File: config.mk
export PLATFORM = sky130hd
export DESIGN_NAME = seq_gen_10010_tx
export DESIGN_NICKNAME = d
export VERILOG_FILES = /design/src/rtl/seq_10010_pkg.sv /design/src/rtl/seq_gen_10010_tx.sv
export SDC_FILE = /design/constraint.sdc
export NUM_CORES = 1
export LEC_CHECK = 0
export ABC_AREA = 0
export BUFFER_PORTS_ARGS = -buffer_cell sky130_fd_sc_hd__buf_2
export CORE_UTILIZATION = 50
export CTS_BUF_LIST = sky130_fd_sc_hd__clkbuf_16
export CTS_CLUSTER_DIAMETER = 200
export DETAILED_ROUTE_END_ITERATION = 8
export PLACE_DENSITY = 0.78
export REMOVE_ABC_BUFFERS = 1
export SKIP_CTS_REPAIR_TIMING = 1
export SLEW_MARGIN = 20
export SYNTH_ARGS = -nofsm -noshare
export SYNTH_HDL_FRONTEND = slang
export SYNTH_SLANG_ARGS = --single-unit
File: constraint.sdc
create_clock -name clk -period 4.1 [get_ports clk]
set_input_delay 0.205 -clock clk [delete_from_list [all_inputs] [get_ports clk]]
set_output_delay 0.205 -clock clk [all_outputs]
set_load 0.1 [all_outputs]
File: src/rtl/seq_10010_pkg.sv
// Shared constants and FSM state type for the 10010 pattern family
// (transmitter and detectors).
package seq_10010_pkg;

    // Pattern bits, sent MSB first.
    localparam logic [4:0] PATTERN_10010 = 5'b10010;

    // Pattern length in bits.
    localparam int PAT_LEN = 5;

    // Bits shared by consecutive patterns when overlapped ("10" suffix == "10" prefix).
    localparam int OVL_10010 = 2;

    // Transmitter states.
    typedef enum logic {
        IDLE = 1'b0,
        SEND = 1'b1
    } state_t;

endpackage

File: src/rtl/seq_gen_10010_tx.sv
// Serial transmitter for the 10010 sequence. A start request launches a run
// of 'count' patterns, MSB first, one bit per clock, optionally overlapping
// consecutive patterns by OVL bits.
//
// Handshake: start is a request qualified only by busy=0 (IDLE state, which
// includes the one-cycle done pulse). count and overlap are captured on the
// accepting edge; all three inputs are ignored while busy=1. There is no
// backpressure: once accepted, the run always completes unless reset.
module seq_gen_10010_tx
    import seq_10010_pkg::*;
#(
    parameter int                 PAT_LEN  = seq_10010_pkg::PAT_LEN,
    parameter logic [PAT_LEN-1:0] PATTERN  = PATTERN_10010,
    parameter int                 OVL      = OVL_10010,
    parameter int                 CNT_W    = 4,
    parameter logic               IDLE_BIT = 1'b0
) (
    input  logic             clk,
    input  logic             reset,
    input  logic             start,
    input  logic [CNT_W-1:0] count,
    input  logic             overlap,
    output logic             dout,
    output logic             busy,
    output logic             frame_end,
    output logic             done,
    output logic             dbg_state
);

    localparam int IDX_W = (PAT_LEN > 1) ? $clog2(PAT_LEN) : 1;

    // Bit index on which a full pattern starts, and on which an overlapped
    // follow-on pattern starts (the shared OVL bits are already on the line).
    localparam logic [IDX_W-1:0] IDX_FIRST = IDX_W'(PAT_LEN - 1);
    localparam logic [IDX_W-1:0] IDX_OVL   = IDX_W'(PAT_LEN - 1 - OVL);

    state_t             state_q, state_d;
    logic [IDX_W-1:0]   bit_idx_q, bit_idx_d;   // index of the bit currently on dout
    logic [CNT_W-1:0]   cnt_q, cnt_d;           // patterns still to send after the current one
    logic               ovl_q, ovl_d;
    logic               dout_q, dout_d;
    logic               busy_q, busy_d;
    logic               frame_end_q, frame_end_d;
    logic               done_q, done_d;

    // Storing "remaining after current" (count-1) keeps count = 2^CNT_W-1
    // inside the counter range with no wrap.

    // Next-state, counters and registered-output values.
    always_comb begin
        state_d     = state_q;
        bit_idx_d   = bit_idx_q;
        cnt_d       = cnt_q;
        ovl_d       = ovl_q;
        dout_d      = IDLE_BIT;
        busy_d      = 1'b0;
        frame_end_d = 1'b0;
        done_d      = 1'b0;

        case (state_q)
            IDLE: begin
                if (start && (count != '0)) begin
                    state_d     = SEND;
                    cnt_d       = count - CNT_W'(1);
                    ovl_d       = overlap;
                    bit_idx_d   = IDX_FIRST;
                    busy_d      = 1'b1;
                    dout_d      = PATTERN[IDX_FIRST];
                    frame_end_d = (IDX_FIRST == '0);
                end
            end

            SEND: begin
                if (bit_idx_q != '0) begin
                    // Mid-pattern: step to the next lower bit.
                    bit_idx_d   = bit_idx_q - IDX_W'(1);
                    busy_d      = 1'b1;
                    dout_d      = PATTERN[bit_idx_d];
                    frame_end_d = (bit_idx_d == '0);
                end else if (cnt_q != '0) begin
                    // Pattern finished, more to go: restart full or overlapped.
                    cnt_d       = cnt_q - CNT_W'(1);
                    bit_idx_d   = ovl_q ? IDX_OVL : IDX_FIRST;
                    busy_d      = 1'b1;
                    dout_d      = PATTERN[bit_idx_d];
                    frame_end_d = (bit_idx_d == '0);
                end else begin
                    // Final bit has been sent: drop to idle and pulse done.
                    state_d   = IDLE;
                    bit_idx_d = '0;
                    ovl_d     = 1'b0;
                    done_d    = 1'b1;
                end
            end

            default: begin
                state_d = IDLE;
            end
        endcase
    end

    // State, counters and output registers with synchronous reset.
    always_ff @(posedge clk) begin
        if (reset) begin
            state_q     <= IDLE;
            bit_idx_q   <= '0;
            cnt_q       <= '0;
            ovl_q       <= 1'b0;
            dout_q      <= IDLE_BIT;
            busy_q      <= 1'b0;
            frame_end_q <= 1'b0;
            done_q      <= 1'b0;
        end else begin
            state_q     <= state_d;
            bit_idx_q   <= bit_idx_d;
            cnt_q       <= cnt_d;
            ovl_q       <= ovl_d;
            dout_q      <= dout_d;
            busy_q      <= busy_d;
            frame_end_q <= frame_end_d;
            done_q      <= done_d;
        end
    end

    assign dout      = dout_q;
    assign busy      = busy_q;
    assign frame_end = frame_end_q;
    assign done      = done_q;
    assign dbg_state = (state_q == SEND);

endmodule

Word level (Yosys, flattened, before mapping):

Memory sizes are Yosys's and may differ from the RTL's.
Cells that the tools add are included.

* equality and inequality tests: 4
* shift-type cells: 0
* bitwise gates (word level): 1
* $add $sub $neg: 3
* $mul: 0
* magnitude comparators: 2
* reduce and logical (&&, ||, !) cells: 9
* mux-type cells: 26
* divide/modulo/power cells: 0

Operators with widths (count)
* 1-bit two-way mux: 13
* 3-bit two-way mux: 4
* 4-bit two-way mux: 3
* 3-bit by 4-bit < comparator with 1-bit output (second input constant): 2
* 1-bit one-hot mux with 2 select lines: 4
* 4-bit one-hot mux with 2 select lines: 1
* 4-bit nonzero test: 2
* 4-bit by 1-bit subtractor with 4-bit output (second input constant): 2
* 3-bit zero test: 2
* 2-bit != test (second input constant): 3
* 3-bit one-hot mux with 2 select lines: 1
* 3-bit AND reduction: 2
* 3-bit nonzero test: 1
* 3-bit OR reduction: 1
* 3-bit by 1-bit subtractor with 3-bit output (second input constant): 1
* 2-bit by 1-bit != test with 1-bit output (second input constant): 1
* 1-bit logical AND: 1
* 1-bit NOT: 1

* logic and storage cells: 54
* register bits: 12
* memory bits (read-only): 16
* bits in latches: 0
* bits of input ports: 8
* output and inout bits: 5
* memory bits (writable): 0
* memories: 2

Memory list
* (name not given): words 8, bits a word 1, rd ports 1, clocked after Yosys merged registers in 0, wr ports 0, line seq_gen_10010_tx.sv:85 `dout_d = PATTERN[bit_idx_d];`
* (name not given): words 8, bits a word 1, rd ports 1, clocked after Yosys merged registers in 0, wr ports 0, line seq_gen_10010_tx.sv:78 `dout_d = PATTERN[bit_idx_d];`

Logic depth before layout (Yosys ltp):

* depth in word-level cells: 6
* mapped depth: 7
* depth with buffers taken out: 6

Worst setup path after synthesis:

No wires, ideal clock.

* kind: reg-to-reg
* from: register, netlist name busy
* to: register cnt_q[2]
* data arrival time: 2.468 ns
* clock period less this slack: 2.607 ns
* required time: 3.961 ns
* stages on the path, launching flop included: 8
* slack: 1.493 ns
* setup time: 0.139 ns
* buffers on the path: 2
* path through: dfxtp_1 -> buf_2 -> buf_1 -> mux2i_1 -> ha_1 -> and3b_1 -> a311oi_2 -> a311oi_1

RTL lines
* to (signal assigned): line seq_gen_10010_tx.sv:116 `cnt_q <= cnt_d;`
* to (decl): line seq_gen_10010_tx.sv:39 `logic [CNT_W-1:0] cnt_q, cnt_d;`

==> run_results.csv <==
group,metric,value,unit
status,outcome,"complete, no violations",
place,port_buffers,12,
worst_setup_path,slowest_delay,0.71,ns
worst_setup_path,crit_path_end,"cnt_q[2]$_SDFFE_PP0P_",
floorplan,fp.dieW,40.1,µm
synth,synth_top_area_cell,"dfxtp_1",
floorplan,die_area,1610,µm²
synth,yosysSeqAreaShare,0.331,
worst_setup_path,r2r_cells,5,
global_routing,grt_max_degree,21,
sta,fmax,508,MHz
synth,ys_ff_latch,12,
clock_network,clock_path_buffers,2,
clock_network,cts_sinks,12,
place,dpl.cell_count,106,
synth,synth.distinct_cells,36,
power_and_ir_drop,ir_worst_vdd,0.318,mV
place,gp_congestion,0.786,
global_routing,antenna_found_initial,0,
worst_setup_path,cp_top_family,"flip-flops",
worst_setup_path,worstSetupPathType,"flip-flop to flip-flop",
clock_network,cts_buffers,3,
min_path,hp-start,"overlap",
sta,setup_viol,0,
power_and_ir_drop,leakagePower,0.343,nW
sta,finClkSkew,0.00355,ns
routing,drc_errors,0,
synth,synth_warnings,0,
layout,nNetsFinal,109,
sta,slew_violations,0,
global_routing,grt_remaining_overflow,0,
floorplan,chipHeight,40.1,µm
sta,rsz0062_at_grt,"false",
place,dp_hpwl,1.05,mm
sta,hold_viol,0,
worst_setup_path,critPathLaunch,"busy$_SDFF_PP0_",
clock_network,clockRootBuffer,"clkbuf_16",
synth,syn_inst,83,
synth,synth.cell_area,726,µm²
layout,post-route-cell-area,863,µm²
worst_setup_path,path_buf_inv,0,
place,postPlaceCellArea,785,µm²
floorplan,core-area,1320,µm²
routing,dr_total_vias,644,
worst_setup_path,rr_startpoint,"busy$_SDFF_PP0_",
worst_setup_path,cpMaxStageDelayCell,"dfxtp_1",
routing,drt-wirelength-per-cell,13.6,µm
global_routing,grt_first_pass_wirelength,2.46,mm
layout,drive_above_1_share,0.211,
run,maxCapViolations,0,
routing,antenna_left,0,
worst_setup_path,regToRegEndpoint,"cnt_q[2]$_SDFFE_PP0P_",
layout,num_antenna_cells,0,
sta,worst_pin_slew,0.629,ns
worst_setup_path,cp.arrival,2.08,ns
worst_setup_path,cp-end-kind,"flip-flop",
floorplan,pin_count,13,
synth,synth_area_leaders,"dfxtp_1, ha_1, mux2i_1",
global_routing,grt_pass1_vias,596,
sta,tns,0,ns
worst_setup_path,worst-path-max-fanout,20,
routing,via_per_inst,5.85,
worst_setup_path,worst-r2r-setup-slack,2.13,ns
worst_setup_path,crit_required,4.21,ns
layout,layout_common_cells,"dfxtp_1, buf_2, a21oi_1, nor2_1, nand2_1",
power_and_ir_drop,p_per_area,511,nW/µm²
clock_network,clkTransAtPathRegs,0.05,ns
floorplan,start_util,0.551,
synth,synth.avg_cell_area,8.74,µm²
layout,syn_to_final_growth,19.0,%
layout,utilization,0.655,
place,place_ws,2.13,ns
sta,layout_min_cycle_time,1.97,ns
clock_network,clock_latency,0.24,ns
clock_network,ctsHtreeMaxLevel,1,
worst_setup_path,worstSetupPathDepth,5,
clock_network,cts_tree,"built",
sta,finalCritPeriodShare,0.480,
worst_setup_path,crit_path_start_kind,"flip-flop",
sta,fin_ws,2.13,ns
routing,drtIter0Drc,12,
layout,instances_no_fill,110,
sta,hold_ws,0.213,ns
floorplan,row_count,13,
worst_setup_path,crit_chain,"mux2i_1, ha_1, and3b_1, a311oi_2, a311oi_1",
routing,wl,1.49,mm
power_and_ir_drop,finalPower,0.441,mW
min_path,hp-class,"input port to flip-flop",
sta,max_slew_margin,0.580,
synth,synth_top_area_share,0.331,
global_routing,gr-usage-all-layers,0.238,
routing,detail_route.first_pass.iterations,4,
==> state kept, by name (all words and copies together) (netlist names) <==
register and cells:
frame_end 1, ovl_q 1, done 1, cnt_q 4
dout 1, bit_idx_q 3, busy 1
==> area by class of cell <==
type	instances	area, µm²
clock buffer	3	75.1
clock inverter	1	3.75
fill	108	454
inverter	3	11.3
multi-input combinational	64	454
sequential	12	240
tap	15	18.8
timing repair buffer	12	60.1
==> metal layers <==
layer	global-route usage	vias to the layer above	wire length [µm]
met3	0.0667	5	35
li1	-	328	-
met5	0	-	0
met2	0.387	10	730
met1	0.279	301	692
met4	0.129	0	34
==> worst register-to-register path, cell delays in order, from the launching register on <==
cell and delay (ns):
dfxtp_1 0.71, mux2i_1 0.33, ha_1 0.27, and3b_1 0.22, a311oi_2 0.23, a311oi_1 0.07
==> power breakdown <==
group | total, mW | leakage [nW] | switching (mW) | internal (mW)
logic | 0.113 | 0.206 | 0.0745 | 0.0386
registers | 0.145 | 0.0987 | 0.0169 | 0.128
clock network | 0.183 | 0.0385 | 0.0543 | 0.129
total | 0.441 | 0.343 | 0.146 | 0.296
==> cells in the mapped netlist <==
library cell / count
a311oi_1: 1
and2_1: 1
o2bb2ai_2: 1
a21oi_1: 7
ha_1: 5
nor3b_1: 1
o32ai_1: 1
dfxtp_1: 12
nand2b_1: 4
a311oi_2: 1
o21ai_0: 2
or3_1: 1
mux2i_1: 4
nor4b_1: 1
inv_1: 3
nand3b_1: 2
o21ai_1: 2
nand3_1: 2
buf_2: 1
o211ai_1: 1
nor2b_1: 2
buf_4: 1
a211oi_1: 2
a21oi_2: 1
clkbuf_1: 1
a31oi_1: 1
o31ai_1: 2
nor4_2: 1
nor2_1: 7
or4_1: 1
o221ai_1: 1
and3b_1: 1
o21a_1: 1
buf_1: 1
nand2_1: 6
or4_4: 1
==> cells by family (layout without fill, tap and decap cells) <==
logic type | after synthesis | after routing | share of synthesized area
AOI/OAI and AO/OA | 24 | 24 | 0.236
muxes | 4 | 4 | 0.0552
DFF | 12 | 12 | 0.331
buffers and inverters | 7 | 19 | 0.0431
adders and majority gates | 5 | 5 | 0.0862
and+or+nand+nor | 31 | 31 | 0.248
==> worst min-delay path by stage <==
stage / end / slack (ns) / depth (start not counted)
after global placement: bit_idx_q[1]$_SDFFE_PP0P_ / 0.46 / 2
after floorplan: bit_idx_q[0]$_SDFFE_PP0P_ / 0.27 / 1
final: ovl_q$_SDFFE_PP0P_ / 0.21 / 3
after CTS: ovl_q$_SDFFE_PP0P_ / 0.22 / 3
after detailed placement: ovl_q$_SDFFE_PP0P_ / 0.47 / 3
after global routing: ovl_q$_SDFFE_PP0P_ / 0.23 / 3
Note: power is estimated with default switching activity, not from simulation.
